==> config.mk <==
export PLATFORM = sky130hd
export DESIGN_NAME = sd_cmd_framer
export DESIGN_NICKNAME = d
export VERILOG_FILES = /design/src/rtl/sd_cmd_pkg.sv /design/src/rtl/sd_crc7.sv /design/src/rtl/sd_cmd_framer.sv
export SDC_FILE = /design/constraint.sdc
export NUM_CORES = 1
export LEC_CHECK = 0
export ABC_AREA = 1
export CORE_MARGIN = 3
export CORE_UTILIZATION = 25
export CTS_CLUSTER_DIAMETER = 150
export DETAILED_ROUTE_END_ITERATION = 8
export PLACE_DENSITY = 0.56
export SKIP_LAST_GASP = 1
export SLEW_MARGIN = 20
export SYNTH_ARGS = -nofsm -noshare
export SYNTH_HDL_FRONTEND = slang
export SYNTH_SLANG_ARGS = --single-unit
==> constraint.sdc <==
create_clock -name CLK -period 2.9 [get_ports CLK]
set_input_delay 0.29 -clock CLK [delete_from_list [all_inputs] [get_ports CLK]]
set_output_delay 0.29 -clock CLK [all_outputs]
set_load 0.05 [all_outputs]
==> src/rtl/sd_cmd_pkg.sv <==
// Shared constants, state encoding and frame payload for the SD CMD framer.
// Also provides the argument selector and the frame builder.
package sd_cmd_pkg;

  localparam int unsigned CMD_FRAME_BITS = 48;
  localparam int unsigned CRC7_W         = 7;
  localparam logic [6:0]  CRC7_POLY      = 7'h09;

  localparam logic [1:0] ARGSEL_DADDR = 2'd0;
  localparam logic [1:0] ARGSEL_RCA   = 2'd1;
  localparam logic [1:0] ARGSEL_ARG   = 2'd2;
  localparam logic [1:0] ARGSEL_ZERO  = 2'd3;

  localparam logic START_BIT = 1'b0;
  localparam logic TX_BIT    = 1'b1;
  localparam logic END_BIT   = 1'b1;

  typedef enum logic [2:0] {
    ST_IDLE,
    ST_PRE,
    ST_FRAME,
    ST_POST,
    ST_DONE
  } state_e;

  // CRC field is built as zero; the serialiser drives the live CRC in its place.
  typedef struct packed {
    logic        start;
    logic        tx;
    logic [5:0]  idx;
    logic [31:0] arg;
    logic [6:0]  crc;
    logic        stop;
  } cmd_frame_t;

  function automatic logic [31:0] select_arg(input logic [1:0]  sel,
                                             input logic [31:0] daddr,
                                             input logic [15:0] rca,
                                             input logic [31:0] arg);
    logic [31:0] res;
    case (sel)
      ARGSEL_DADDR: res = daddr;
      ARGSEL_RCA:   res = {rca, 16'h0000};
      ARGSEL_ARG:   res = arg;
      ARGSEL_ZERO:  res = 32'h0000_0000;
      default:      res = 32'h0000_0000;
    endcase
    return res;
  endfunction

  function automatic cmd_frame_t build_frame(input logic [5:0]  idx,
                                             input logic [31:0] arg);
    cmd_frame_t f;
    f.start = START_BIT;
    f.tx    = TX_BIT;
    f.idx   = idx;
    f.arg   = arg;
    f.crc   = 7'h00;
    f.stop  = END_BIT;
    return f;
  endfunction

endpackage

==> src/rtl/sd_crc7.sv <==
// Serial CRC7 (x^7+x^3+1, init 0). EN folds DIN in; SHIFT drains the register MSB first.
// CLR zeroes the register and may coincide with EN for a same-edge restart.
module sd_crc7
  import sd_cmd_pkg::*;
(
  input  logic       CLK,
  input  logic       RST,
  input  logic       CLR,
  input  logic       EN,
  input  logic       DIN,
  input  logic       SHIFT,
  output logic [6:0] CRC,
  output logic       DOUT
);

  logic [6:0] crc_q, crc_d, base;

  always_comb begin
    base  = CLR ? 7'h00 : crc_q;
    crc_d = base;
    if (EN) begin
      crc_d = {base[5:0], 1'b0} ^ (((DIN ^ base[6]) == 1'b1) ? CRC7_POLY : 7'h00);
    end else if (SHIFT) begin
      crc_d = {base[5:0], 1'b0};
    end
  end

  always_ff @(posedge CLK) begin
    if (RST) begin
      crc_q <= 7'h00;
    end else begin
      crc_q <= crc_d;
    end
  end

  assign CRC  = crc_q;
  assign DOUT = crc_q[6];

endmodule

==> src/rtl/sd_cmd_framer.sv <==
// Builds and serialises a 48-bit SD CMD frame with idle-high padding and internal CRC7.
// Each new bit is decided on the edge it starts, so CMD_OUT comes straight from a flop.
module sd_cmd_framer
  import sd_cmd_pkg::*;
#(
  parameter int unsigned DIV       = 1,
  parameter int unsigned PRE_IDLE  = 8,
  parameter int unsigned POST_IDLE = 8
) (
  input  logic        CLK,
  input  logic        RST,
  input  logic        START,
  input  logic [5:0]  CMDIDX,
  input  logic [1:0]  ARGSEL,
  input  logic [31:0] DADDR,
  input  logic [15:0] PUBRCA,
  input  logic [31:0] ARG,
  output logic        BUSY,
  output logic        DONE,
  output logic        CMD_OUT,
  output logic        CMD_OE,
  output logic [6:0]  CRC7_OUT
);

  localparam int unsigned PAD_MAX = (PRE_IDLE > POST_IDLE) ? PRE_IDLE : POST_IDLE;
  localparam int unsigned BIT_MAX = (PAD_MAX > CMD_FRAME_BITS) ? PAD_MAX : CMD_FRAME_BITS;
  localparam int unsigned BIT_W   = $clog2(BIT_MAX + 1);
  localparam int unsigned DIV_W   = $clog2(DIV + 1);

  localparam logic [BIT_W-1:0] PRE_LAST   = BIT_W'((PRE_IDLE == 0) ? 0 : PRE_IDLE - 1);
  localparam logic [BIT_W-1:0] POST_LAST  = BIT_W'((POST_IDLE == 0) ? 0 : POST_IDLE - 1);
  localparam logic [BIT_W-1:0] FRAME_LAST = BIT_W'(CMD_FRAME_BITS - 1);
  localparam logic [BIT_W-1:0] CRC_TOP    = BIT_W'(CRC7_W);
  localparam logic [DIV_W-1:0] DIV_LAST   = DIV_W'(DIV - 1);

  state_e                    state_q, state_d;
  logic [BIT_W-1:0]          bit_q, bit_d;
  logic [DIV_W-1:0]          div_q, div_d;
  logic [CMD_FRAME_BITS-1:0] sh_q, sh_d, sh_src;
  logic                      cmd_out_q, cmd_out_d;
  logic                      oe_q, oe_d;
  logic                      busy_q, busy_d;
  logic                      done_q, done_d;
  logic [6:0]                crc7_q, crc7_d;

  logic       tick, load_bit;
  logic       crc_clr, crc_en, crc_din, crc_shift, crc_dout;
  logic [6:0] crc_val;

  assign tick = (div_q == '0);

  sd_crc7 u_crc7 (
    .CLK   (CLK),
    .RST   (RST),
    .CLR   (crc_clr),
    .EN    (crc_en),
    .DIN   (crc_din),
    .SHIFT (crc_shift),
    .CRC   (crc_val),
    .DOUT  (crc_dout)
  );

  // Phase sequencing; load_bit marks an edge where a new FRAME bit starts.
  always_comb begin
    state_d   = state_q;
    bit_d     = bit_q;
    div_d     = div_q;
    sh_d      = sh_q;
    sh_src    = sh_q;
    cmd_out_d = cmd_out_q;
    crc7_d    = crc7_q;
    crc_clr   = 1'b0;
    crc_en    = 1'b0;
    crc_din   = 1'b0;
    crc_shift = 1'b0;
    load_bit  = 1'b0;

    case (state_q)
      ST_IDLE, ST_DONE: begin
        state_d = ST_IDLE;
        if (START) begin
          sh_src  = build_frame(CMDIDX, select_arg(ARGSEL, DADDR, PUBRCA, ARG));
          sh_d    = sh_src;
          div_d   = DIV_LAST;
          crc_clr = 1'b1;
          if (PRE_IDLE != 0) begin
            state_d = ST_PRE;
            bit_d   = PRE_LAST;
          end else begin
            state_d  = ST_FRAME;
            bit_d    = FRAME_LAST;
            load_bit = 1'b1;
          end
        end
      end
      ST_PRE: begin
        if (tick) begin
          div_d = DIV_LAST;
          if (bit_q == '0) begin
            state_d  = ST_FRAME;
            bit_d    = FRAME_LAST;
            load_bit = 1'b1;
          end else begin
            bit_d = bit_q - BIT_W'(1);
          end
        end else begin
          div_d = div_q - DIV_W'(1);
        end
      end
      ST_FRAME: begin
        if (tick) begin
          div_d = DIV_LAST;
          if (bit_q == '0) begin
            if (POST_IDLE != 0) begin
              state_d = ST_POST;
              bit_d   = POST_LAST;
            end else begin
              state_d = ST_DONE;
            end
          end else begin
            bit_d    = bit_q - BIT_W'(1);
            load_bit = 1'b1;
          end
        end else begin
          div_d = div_q - DIV_W'(1);
        end
      end
      ST_POST: begin
        if (tick) begin
          div_d = DIV_LAST;
          if (bit_q == '0) begin
            state_d = ST_DONE;
          end else begin
            bit_d = bit_q - BIT_W'(1);
          end
        end else begin
          div_d = div_q - DIV_W'(1);
        end
      end
      default: state_d = ST_IDLE;
    endcase

    // Header/argument bits feed the CRC as they go out; bits 7:1 drain it.
    if (load_bit) begin
      if (bit_d > CRC_TOP) begin
        cmd_out_d = sh_src[CMD_FRAME_BITS-1];
        sh_d      = {sh_src[CMD_FRAME_BITS-2:0], 1'b0};
        crc_en    = 1'b1;
        crc_din   = sh_src[CMD_FRAME_BITS-1];
      end else if (bit_d != '0) begin
        cmd_out_d = crc_dout;
        crc_shift = 1'b1;
        if (bit_d == CRC_TOP) begin
          crc7_d = crc_val;
        end
      end else begin
        cmd_out_d = END_BIT;
      end
    end

    busy_d = (state_d == ST_PRE) || (state_d == ST_FRAME) || (state_d == ST_POST);
    oe_d   = busy_d;
    done_d = (state_d == ST_DONE);
    if (state_d != ST_FRAME) begin
      cmd_out_d = 1'b1;
    end
  end

  always_ff @(posedge CLK) begin
    if (RST) begin
      state_q   <= ST_IDLE;
      bit_q     <= '0;
      div_q     <= '0;
      sh_q      <= '0;
      cmd_out_q <= 1'b1;
      oe_q      <= 1'b0;
      busy_q    <= 1'b0;
      done_q    <= 1'b0;
      crc7_q    <= 7'h00;
    end else begin
      state_q   <= state_d;
      bit_q     <= bit_d;
      div_q     <= div_d;
      sh_q      <= sh_d;
      cmd_out_q <= cmd_out_d;
      oe_q      <= oe_d;
      busy_q    <= busy_d;
      done_q    <= done_d;
      crc7_q    <= crc7_d;
    end
  end

  assign BUSY     = busy_q;
  assign DONE     = done_q;
  assign CMD_OUT  = cmd_out_q;
  assign CMD_OE   = oe_q;
  assign CRC7_OUT = crc7_q;

endmodule
==> results.md <==
- Vias per cell: 4.705
- Syn_nets: 669
- Post-CTS setup buffers: 0
- Sequential-to-total area share from yosys stat: 0.3839
- Clock Latency Late Sink: 340 ps
- Post-synth top area cell: dfxtp_1
- Leak: roughly 0.0022 uW
- Final setup vio count: 0
- Fin. Hold Viols: 0
- Die footprint: 16,960 um^2
- Most common cell in the synthesized netlist: nand2_1
- Clock Sink Count: 74
- VDD IR max: approximately 0.00038 V
- Initial antenna violation count: 0
- Hold/Removal Path Class: flop to flop
- CTS tree: done
- Filler cells: 1,540
- Prevailing post-synth register cell: dfxtp_1
- CTS Buf Count: 9
- Crit path top cell by count: nand2_1
- Remaining DRCs: 0
- WL final: approximately 11 mm
- Mapped cell area: 3859 um^2
- Global Route Usage Sum: 0.1354
- Slew HR: 0.4350
- DR vias: 3,999
- Antenna viol nets, final: 0
- Max Slew Vio Count: 0
- DR pass1 iterations: 6
- Inst Count DP: 834
- CORE AREA: 14,810 um^2
- Distinct cells, synth: 35
- Post-route insts no fill: 850
- Chip Width: around 130 um
- Ports: 102
- Starting Density: 0.2606
- Setup CP Type: flop to flop
- RSZ-0062 raised after global routing: false
- Ant diodes: 0
- Post-DP HPWL: 8.162 mm
- Cell Rows: 44
- Routed len/inst: ~13 um
- Number of hold buffers added after cts: 0
- Multi-input gate area: 2052 um^2
- Status: finished clean
- Avg Synthesized Cell Area: 6.699 um^2
- Nature of the critical path endpoint: flop
- Placer congestion estimate: 0.8302
- Fin Setup TNS: 0 ps
- CP max stage cell: ha_1
- Register bit count reported by yosys: 74
- Post-synthesis cell count: between 500 and 600
- Ys async rst share: 0
- GR Overflow Total: 0
- Top cells by area, synth: dfxtp_1 (38%), nand2_1 (13%), nor2_1 (10%), a21oi_1 (7.8%), o21ai_0 (4.2%)
- Layout Skew: 7.723 ps
- Vias in the first global route: 3,833
- Post-cts repair resize count: 0
- Max-Cap Viols: 0
- Clk slew on worst S/H paths: 60 ps
- Max stage delay on crit path: 350 ps
- First-pass GRT wire length: about 18 mm
- Slew @ Worst Pin: 846.6 ps
- CP Cell Sequence: inv_1 -> ha_1 -> nand3_2 -> ha_1 -> nand2_1 -> o21ai_1 -> nor2_1 -> nand3_2 -> nand2_1 -> nand2_1 -> inv_2 -> o21ai_0 -> a21oi_1
- Area grow syn2layout: 37.78%
- CTS Buffer Depth: 2
- Tmin final: 2503 ps
- Max frequency: 399.5 MHz
- Pin count of the biggest net entering global routing: 44
- Chip Height: 130.2 um
- Post-synth EDFFs: 0
- Port Buffers: 101
- WP data required: around 3200 ps
- Crit path DAT: 2770 ps
- Layout Utilization: 0.3590
- Htree depth: 3
- Yosys top cell area share: 0.3839
- Synth warn: 0
- Startpoint types: flop
- P per Cell Area: 938.6 nW/um^2
- Area occupied by registers: 1481 um^2
- CTS root buffer: clkbuf_16
- # nets final: 754
- CP Max Fanout: 11
- Share of layout cells above drive strength 1: 0.08559
- DR iter-0 viols: 277
- Tcrit/Tclk final: 0.8632
- Top cells by count, synth: nand2_1 (134), nor2_1 (105), dfxtp_1 (74)
-- power breakdown --
group	switching (uW)	internal (uW)	total, uW
registers	146	1370	1520
logic	1490	852	2350
clock network	451	673	1120
-- registers in the layout, summed over array words and instances, names as in the netlist --
signal      count
bit_q           6
CRC7_OUT        7
BUSY            1
sh_q           48
CMD_OUT         1
DONE            1
u_crc7.CRC      7
state_q         3
-- through the flow --
stage | power (uW) | instance area, um^2 | hold slack, ps | setup slack, ps
finish | 4990 | 5316 | 471.4 | 396.8
floorplan | 3317 | 3859 | 447.4 | 767.1
global placement | 3808 | 5011 | 456.5 | 431.3
global route | 5427 | 5316 | 493.8 | 112.1
CTS | 5023 | 5311 | 470.0 | 265.2
detailed placement | 3878 | 5011 | 459.9 | 306.1
-- final timing paths --
check                      start  slack [ps]  cells after the start                        to
max reg2reg  bit_q[0]$_SDFF_PP0_         400                     13  u_crc7.CRC[6]$_SDFF_PP0_
min reg2reg   sh_q[5]$_SDFF_PP0_         470                      2        sh_q[5]$_SDFF_PP0_
min           sh_q[5]$_SDFF_PP0_         470                      2        sh_q[5]$_SDFF_PP0_
max          bit_q[0]$_SDFF_PP0_         400                     13  u_crc7.CRC[6]$_SDFF_PP0_
-- critical path, delay by kind of cell (launching register included) --
family                     cells  cell delay (ps)
buffers and inverters          2              240
adders and majority gates      2              620
DFF                            1              340
AOI/OAI and AO/OA              3              300
and+or+nand+nor                6              930
-- cell families (layout without fill, tap and decap cells) --
kind of cell    Yosys count  in the layout  synth area share
mux                       5              5           0.01297
simple gates            284            284            0.3080
compound gates          132            132            0.1994
fa+ha+maj                 2              2          0.006484
buf+inv                  78            168           0.08690
flops                    74             74            0.3839
xor+xnor                  1              1          0.002270
-- area by class of cell --
type / instances / share of cell area
Multi-Input combinational cell: 424 / 0.3860
Sequential cell: 74 / 0.2787
Timing Repair Buffer: 111 / 0.2066
Tap cell: 184 / 0.04330
Clock buffer: 9 / 0.04236
Inverter: 41 / 0.02895
Clock inverter: 7 / 0.01412
-- routing by layer --
layer | GRT usage | vias to the layer above | routed length, um
met5 | 0 | - | 0
met4 | 0.05073 | 0 | 160
met3 | 0.03111 | 14 | 568
met2 | 0.2290 | 112 | 5543
met1 | 0.1675 | 1802 | 4951
li1 | - | 2071 | -
-- cells in the final DEF (no fill, tap or decap), types with 6 or more instances in the layout --
cell type        instances
buf_4                    9
dfxtp_1                 74
a221oi_1                16
nand2_1                134
inv_1                   34
o21ai_0                 32
clkbuf_16                9
a21oi_1                 60
a31oi_1                 11
nor2_2                   6
nor2_1                 103
clkdlybuf4s50_1        101
inv_2                    7
nand3_1                 20
No activity file was read; power rests on OpenSTA's default activity.
